<file path="src/rtl/data_ram.sv">
// Byte-addressable 32-bit data RAM with sized/extended loads and a debug read port.
// Optional power-on clear sweep is compiled in with `define DATA_RAM_CLEAR_EN.
module data_ram #(
  parameter int ADDR_W = 5
) (
  input  logic              clk,
  input  logic              rst_n,
  input  logic              req,
  input  logic              we,
  input  logic [ADDR_W+1:0] addr,
  input  logic [1:0]        size,
  input  logic              uns,
  input  logic [31:0]       din,
  output logic [31:0]       dout,
  output logic              dvalid,
  output logic              err,
  output logic              busy,
  input  logic [ADDR_W-1:0] ext_a,
  output logic [31:0]       ext_d
);

  localparam int DEPTH = 2 ** ADDR_W;

  logic [31:0]       mem [DEPTH];
  logic [ADDR_W-1:0] widx_p0;
  logic [1:0]        off_p0;
  logic              accept_p0;
  logic              aligned_p0;
  logic [3:0]        wmask_p0;
  logic [31:0]       wdata_p0;
  logic [31:0]       rdata_p0;
  logic              clr_we;
  logic [ADDR_W-1:0] clr_idx;

  function automatic logic is_aligned(input logic [1:0] sz, input logic [1:0] off);
    case (sz)
      2'b00:   return 1'b1;
      2'b01:   return ~off[0];
      2'b10:   return (off == 2'b00);
      default: return 1'b0;
    endcase
  endfunction

  function automatic logic [3:0] lane_mask(input logic [1:0] sz, input logic [1:0] off);
    case (sz)
      2'b00:   return 4'b0001 << off;
      2'b01:   return off[1] ? 4'b1100 : 4'b0011;
      default: return 4'b1111;
    endcase
  endfunction

  // Replicating the source across all lanes lets the byte mask alone pick the target.
  function automatic logic [31:0] lane_data(input logic [1:0] sz, input logic [31:0] d);
    case (sz)
      2'b00:   return {4{d[7:0]}};
      2'b01:   return {2{d[15:0]}};
      default: return d;
    endcase
  endfunction

  function automatic logic [31:0] load_ext(input logic [1:0] sz, input logic [1:0] off,
                                           input logic u, input logic [31:0] w);
    logic        [7:0]  b;
    logic        [15:0] h;
    logic signed [7:0]  sb;
    logic signed [15:0] sh;
    case (off)
      2'b00:   b = w[7:0];
      2'b01:   b = w[15:8];
      2'b10:   b = w[23:16];
      default: b = w[31:24];
    endcase
    h  = off[1] ? w[31:16] : w[15:0];
    sb = b;
    sh = h;
    case (sz)
      2'b00:   return u ? {24'h0, b} : 32'(sb);
      2'b01:   return u ? {16'h0, h} : 32'(sh);
      default: return w;
    endcase
  endfunction

  // Stage p0: request decode at the accepting edge
  assign widx_p0    = addr[ADDR_W+1:2];
  assign off_p0     = addr[1:0];
  assign accept_p0  = req & ~busy;
  assign aligned_p0 = is_aligned(size, off_p0);
  assign wmask_p0   = lane_mask(size, off_p0);
  assign wdata_p0   = lane_data(size, din);
  assign rdata_p0   = mem[widx_p0];
  assign ext_d      = mem[ext_a];

`ifdef DATA_RAM_CLEAR_EN
  typedef enum logic {CLEAR, IDLE} state_t;

  state_t            state_q, state_d;
  logic [ADDR_W-1:0] cnt_q;

  always_ff @(posedge clk or negedge rst_n) begin
    if (!rst_n) begin
      state_q <= CLEAR;
      cnt_q   <= '0;
    end else begin
      state_q <= state_d;
      if (state_q == CLEAR && state_d == CLEAR)
        cnt_q <= cnt_q + 1'b1;
    end
  end

  always_comb begin
    state_d = state_q;
    if (state_q == CLEAR && cnt_q == ADDR_W'(DEPTH - 1))
      state_d = IDLE;
  end

  assign busy    = (state_q == CLEAR);
  assign clr_we  = busy;
  assign clr_idx = cnt_q;
`else
  assign busy    = 1'b0;
  assign clr_we  = 1'b0;
  assign clr_idx = '0;
`endif

  always_ff @(posedge clk) begin
    if (clr_we) begin
      mem[clr_idx] <= '0;
    end else if (accept_p0 && aligned_p0 && we) begin
      for (int i = 0; i < 4; i++)
        if (wmask_p0[i])
          mem[widx_p0][8*i +: 8] <= wdata_p0[8*i +: 8];
    end
  end

  // Stage p1: registered load result and one-cycle status pulses
  always_ff @(posedge clk or negedge rst_n) begin
    if (!rst_n) begin
      dout   <= '0;
      dvalid <= 1'b0;
      err    <= 1'b0;
    end else begin
      dvalid <= 1'b0;
      err    <= 1'b0;
      if (accept_p0) begin
        if (!aligned_p0) begin
          err <= 1'b1;
        end else if (!we) begin
          dout   <= load_ext(size, off_p0, uns, rdata_p0);
          dvalid <= 1'b1;
        end
      end
    end
  end

endmodule

</file>
<file path="config.mk">
export PLATFORM = sky130hd
export DESIGN_NAME = data_ram
export DESIGN_NICKNAME = d
export VERILOG_FILES = /design/src/rtl/data_ram.sv
export SDC_FILE = /design/constraint.sdc
export NUM_CORES = 1
export LEC_CHECK = 0
export CAP_MARGIN = 5
export CELL_PAD_IN_SITES_DETAIL_PLACEMENT = 1
export CELL_PAD_IN_SITES_GLOBAL_PLACEMENT = 2
export CORE_MARGIN = 2
export CORE_UTILIZATION = 44
export DETAILED_ROUTE_END_ITERATION = 12
export GPL_ROUTABILITY_DRIVEN = 0
export GPL_TIMING_DRIVEN = 0
export PLACE_DENSITY = 0.74
export SYNTH_ARGS = -nofsm -noshare
export SYNTH_HDL_FRONTEND = slang
export SYNTH_SLANG_ARGS = --single-unit
</file>
<file path="constraint.sdc">
create_clock -name clk -period 3.05 [get_ports clk]
set_clock_uncertainty 0.05 [all_clocks]
set_input_delay 0.61 -clock clk [delete_from_list [all_inputs] [get_ports clk]]
set_output_delay 0.61 -clock clk [all_outputs]
set_load 0.005 [all_outputs]
</file>
==> metrics, run 1 <==
outcome finished with violations; failing checks setup timing; CTS root buffer clkbuf_16; clk_lat worst skew 0.74 ns; row count ~120; worst endpoint required time ~2.4 ns; slew margin rel. between 10% and 20%; Initial DRT Pass Iterations 6; critical path type in -> out; count of state elements after synthesis 1058; Max Freq around 0.28 GHz; Comb pwr share 13.6%; Area Growth Syn to Fin 24.2%; All-Layer GR Usage between 30% and 40%; register area share after synthesis 62.7%; # H-tree levels 3; Tmin final between 3 and 4 ns; iteration-0 DRC count of the detailed router 5241; Flop pwr share ~46%; global-route wire length before repair 292000 µm; P_sw between 9000 and 10000 µW; Hold Vio Cnt, Final 0; Residual DRC 0; CP max FO 10; TritonCTS Sinks 1058; routed wire length roughly 220000 µm; Clk pwr share 40.0%; TritonCTS Buffers about 110; Syn Area/Cell 18.5 µm²; Pint 26400 µW; final max-slew violation count 0; layout cells sized above 1 42.3%; core area 114000 µm²; Synth Warn # 0; max incr delay on CP around 0.56 ns; nets@finish 3184; Switching Fraction roughly a quarter; mapped cell area just over 50000 µm²; reg2reg setup slack 0.51 ns; Slowest-stage cell, CP mux4_2; cell area after layout 62700 µm²; die width 343 µm; Mapped Cells 2728; predominant post-synthesis flop cell edfxtp_1; Critical Path AT between 2 and 3 ns; cell family with most CP delay multiplexers; Leak Pwr 0.0205 µW; global route overflow 0; top-area cell type share of the netlist area 61.0%; # IOs 118; Worst-path clk slew 0.06 ns; vias in the first global route 34100; initial antenna violation count 7; worst setup margin -0.477 ns; Starting Density 44.2%; EDFF count, synth 1024; unrepaired setup endpoints after global routing true; CTS tree done; P per Cell Area 566 nW/µm²; Hold Crit Class in -> reg; Synth area leaders edfxtp_1, mux4_2, mux2i_1, o22ai_1, dfrtp_1; Final Cycle Share 116%; Final setup viols 91; vias per cell 7.18; Distinct cells, synth 65; Port Buf Inserts 108; Mapped Nets around 2800; most common cell after layout, fill and taps aside edfxtp_1; Vias between 30000 and 40000; Worst Tran Pin Value around 1.2 ns; placed cell areas 53800 µm²; element type at the critical path start primary input; Chip Height 343 µm; placed wire-length estimate 150000 µm; fill count around 10000; Post-DRT Antenna Nets 0; VDD IR max 0.440 mV; CP bufs+invs 5; maximum clock path buffer count 3; most frequent cells in the layout edfxtp_1, mux4_2, mux2i_1; largest net degree at the start of global routing 36; Yosys top cell by area edfxtp_1; crit-path cells clkbuf_16 > buf_4 > buf_12 > buf_12 > mux4_2 > mux4_2 > mux2_4 > buf_6; wire per inst 45.6 µm; final core utilization between 50% and 60%; CP endpoint kind output port; Die Footprint 117000 µm²; max_cap viols 0; Async SR Flop Fraction 3.21%
[power groups by stage]
stage	Sequential, µW	Combinational [µW]	Clock [µW]
3_3_place_gp	16700	3900	0
2_1_floorplan	16700	2080	0
6_report	16400	4810	14200
3_5_place_dp	16700	4040	0
5_1_grt	16500	4880	14600
4_1_cts	16400	4580	14100
[tightest hold or removal path: stages]
cell and delay, ns:
clkbuf_1 0.20, a21oi_1 0.23, nor3b_1 0.07
[path summary, 6_finish.rpt]
kind,from,to,depth (start not counted)
max,ext_a[0],ext_d[16],8
min,size[0],err$_DFF_PN0_,3
max reg2reg,mem[15][15]$_DFFE_PP_,dout[17]$_DFFE_PN0P_,9
min reg2reg,dout[10]$_DFFE_PN0P_,dout[10]$_DFFE_PN0P_,2
max in group asynchronous,rst_n,dout[31]$_DFFE_PN0P_,2
min in group asynchronous,rst_n,dout[19]$_DFFE_PN0P_,2
[synthesized netlist by cell type, types with 4 or more instances]
master / instances
mux4_2: 432
and4_1: 7
a31oi_1: 9
edfxtp_1: 1024
buf_1: 11
a41oi_1: 9
nand4bb_1: 5
nor2_1: 151
a22oi_1: 63
mux2_2: 48
dfrtp_1: 34
nand4_1: 14
o22ai_1: 141
o22ai_2: 8
nor4_1: 14
nor4_2: 15
o21ai_1: 4
mux2i_1: 296
clkbuf_1: 101
buf_2: 51
a21o_1: 16
o21ai_0: 21
buf_6: 42
a311oi_1: 7
o211ai_1: 18
a21oi_1: 31
nand2_1: 69
buf_4: 17
nor4_4: 7
o221ai_2: 7
[cell families after synthesis]
logic type	share of synthesized area, %
xor+xnor	0.0174
other cells	0.00744
compound gates	4.88
flops	62.7
simple gates	3.57
mux	26.2
buf+inv	2.62
[cell type report]
class | instances | area, µm² | area share, %
plain buffers | 216 | 2230 | 3.56
well taps | 1512 | 1890 | 3.02
repair buffers | 300 | 3870 | 6.17
inverters | 4 | 15.0 | 0.0240
diodes | 3 | 7.51 | 0.0120
clock inverters | 71 | 742 | 1.18
clock buffers | 137 | 2990 | 4.77
multi-input cells | 1440 | 19300 | 30.8
flip-flops and latches | 1058 | 31600 | 50.4
[metal layers]
layer | GRT usage (%) | up-vias | share of wire (%)
met5 | 0.0801 | - | 0.076
met4 | 21.7 | 8 | 7.0
met3 | 11.2 | 682 | 13
met2 | 54.8 | 2861 | 44
met1 | 47.7 | 18000 | 36
li1 | - | 12500 | -
[metrics by stage]
| step | hold WS [ns] | TNS [ns] | total power, µW | setup WS [ns] | instances |
|---|---|---|---|---|---|
| after floorplan | 0.264 | -1.21 | 18700 | -0.0510 | 2728 |
| after global placement | 0.530 | -2526.67 | 20600 | -2.20 | 4348 |
| after detailed placement | 0.538 | -2039.35 | 20800 | -2.37 | 4362 |
| after CTS | 0.336 | -13.88 | 35200 | -0.475 | 4717 |
| after global routing | 0.433 | -14.02 | 36000 | -0.473 | 4738 |
| final | 0.374 | -15.39 | 35500 | -0.477 | 4741 |
[what timing repair did]
item / CTS / global route
pin swaps: 54 / 22
gates cloned: 11 / 1
resized for setup: 840 / 83
setup endpoints to repair: 1088 / 685
setup buffers: 144 / 28
hold endpoints to repair: 34 / 0
hold buffers: 1 / 0
[registers in the layout, summed over array words and instances (netlist names)]
register	cells
dvalid	1
dout	32
mem	1024
err	1
Note: power is estimated with default switching activity, not from simulation.
==> run 2, diff against run 1 <==
- CORE_UTILIZATION: 44 -> 52
- PLACE_DENSITY: 0.74 -> unset
- PLACE_DENSITY_LB_ADDON: unset -> 0.1
- clock period: 3.05 -> 4.45 ns (I/O delays scaled with it)
==> metrics, run 2 (same netlist as run 1, synthesis figures left out) <==
outcome finished with violations; failing checks capacitance limit, slew limit, setup timing; layout cells sized above 1 30.6%; core area 96400 µm²; slew margin rel. -0.756%; max incr delay on CP 0.89 ns; cell family with most CP delay simple AND/OR/NAND/NOR gates; unrepaired setup endpoints after global routing true; Initial DRT Pass Iterations 6; reg2reg setup slack 1.53 ns; Final setup viols 96; most used cell, CP buf_6; CTS tree done; Chip Height around 320 µm; placed wire-length estimate 143000 µm; Hold Crit Class in -> async; Biggest register mem; CTS root buffer clkbuf_16; iteration-0 DRC count of the detailed router 5715; CP endpoint kind flip-flop; # H-tree levels 3; fill count 8388; largest net degree at the start of global routing 36; wire per inst between 40 and 50 µm; die width 315 µm; Max Freq 0.217 GHz; worst r2r src mem[13][15]$_DFFE_PP_; Hold WS 0.213 ns; Worst Tran Pin Value roughly 1.5 ns; Critical Path AT about 4.9 ns; TritonCTS Sinks 1058; vias per cell roughly 7.6; worst endpoint required time 4.73 ns; Tmin final 4.61 ns; element type at the critical path start primary input; VDD IR max 0.376 mV; final core utilization approximately three fifths; Regs by FF count mem (1024), dout (32); Leak Pwr ~0.019 µW; Post-DRT Antenna Nets 0; Slowest-stage cell, CP nor2_1; routed wire length 200000 µm; Starting Density 52.3%; global route overflow 0; worst setup margin -0.157 ns; CP bufs+invs 4; row count 114; most frequent cells in the layout edfxtp_1, mux4_2, mux2i_1; # IOs 118; Ant. Diodes 0; Hold Vio Cnt, Final 0; Residual DRC 0; CP max FO 10; multi-input logic area 17700 µm²; nets@finish 3012; max_cap viols 1; TritonCTS Buffers 112; Final Cycle Share 104%; maximum clock path buffer count 3; Post-Route Setup TNS -5.98 ns; Vias 32700; Worst-path clk slew 0.06 ns; All-Layer GR Usage 40.6%; initial antenna violation count 8; final max-slew violation count 11; Area Growth Syn to Fin 14.0%; Port Buf Inserts 108; worst reg2reg path depth 7; P per Cell Area 410 nW/µm²; # hold bufs at CTS 0; Crit Reg-Reg Endpoint dout[19]$_DFFE_PN0P_; critical path type in -> reg; Die Footprint 99500 µm²; vias in the first global route approximately 33000; most common cell after layout, fill and taps aside edfxtp_1; crit-path cells clkdlybuf4s50_1 > buf_6 > buf_6 > nor3b_4 > clkbuf_1 > nand2_1 > nor2_1; clk_lat worst skew 0.72 ns; register area 31600 µm²; global-route wire length before repair 272000 µm; max FFs per register 1024
==> run 2: worst reg2reg max path, stage by stage (launching register included) <==
cell	delay, ns
edfxtp_1	0.38
mux2i_1	0.38
o22ai_1	0.21
nor4_4	0.85
a31oi_4	0.18
o31ai_4	0.42
buf_6	0.24
o221ai_2	0.11
==> run 2: timing repair <==
| item | CTS | global route |
|---|---|---|
| endpoints found under the setup margin | 459 | 235 |
| resized for setup | 139 | 65 |
| pin swaps | 0 | 0 |
| buffers inserted | 0 | 0 |
==> run 2: how the worst max path moves through the flow <==
stage | from | end | depth (start not counted)
after floorplan | ext_a[0] | ext_d[10] | 5
after detailed placement | addr[5] | mem[11][6]$_DFFE_PP_ | 7
after global routing | addr[1] | mem[16][29]$_DFFE_PP_ | 9
after CTS | ext_a[0] | ext_d[20] | 7
final | addr[5] | mem[11][17]$_DFFE_PP_ | 7
after global placement | din[1] | mem[18][25]$_DFFE_PP_ | 3
==> run 2: layout make-up <==
class                      count  share of cell area (%)
clock buffer                 147                    5.27
tap                         1276                    2.78
sequential                  1058                    55.0
timing repair buffer         122                    2.21
buffer                       223                    2.91
clock inverter                53                    1.01
inverter                       4                  0.0261
multi-input combinational   1440                    30.8
==> run 2: stage by stage <==
step | setup slack, ns | power [µW] | area, µm² | std cells
6_report | -0.157 | 23600 | 57500 | 4323
5_1_grt | -0.114 | 24000 | 57500 | 4323
4_1_cts | -0.000985 | 23400 | 57300 | 4324
3_5_place_dp | -1.05 | 14200 | 53300 | 4125
3_3_place_gp | -2.59 | 14100 | 53100 | 4112
2_1_floorplan | 0.681 | 12800 | 50400 | 2728
==> run 2: metal layers <==
layer  vias to the layer above  track usage [%]  part of all wire [%]
li1                      12100                -                     -
met1                     17300             54.4                    36
met2                      2756             60.2                    44
met3                       527             12.8                    14
met4                        10             20.3                   5.9
met5                         -             1.28                  0.13
==> run 2: report_power, final <==
group          leakage, µW  switching (µW)  internal (µW)
logic              0.00731            1670           1170
clock network      0.00176            4010           5490
registers          0.00952             140          11100
total               0.0186            5810          17800
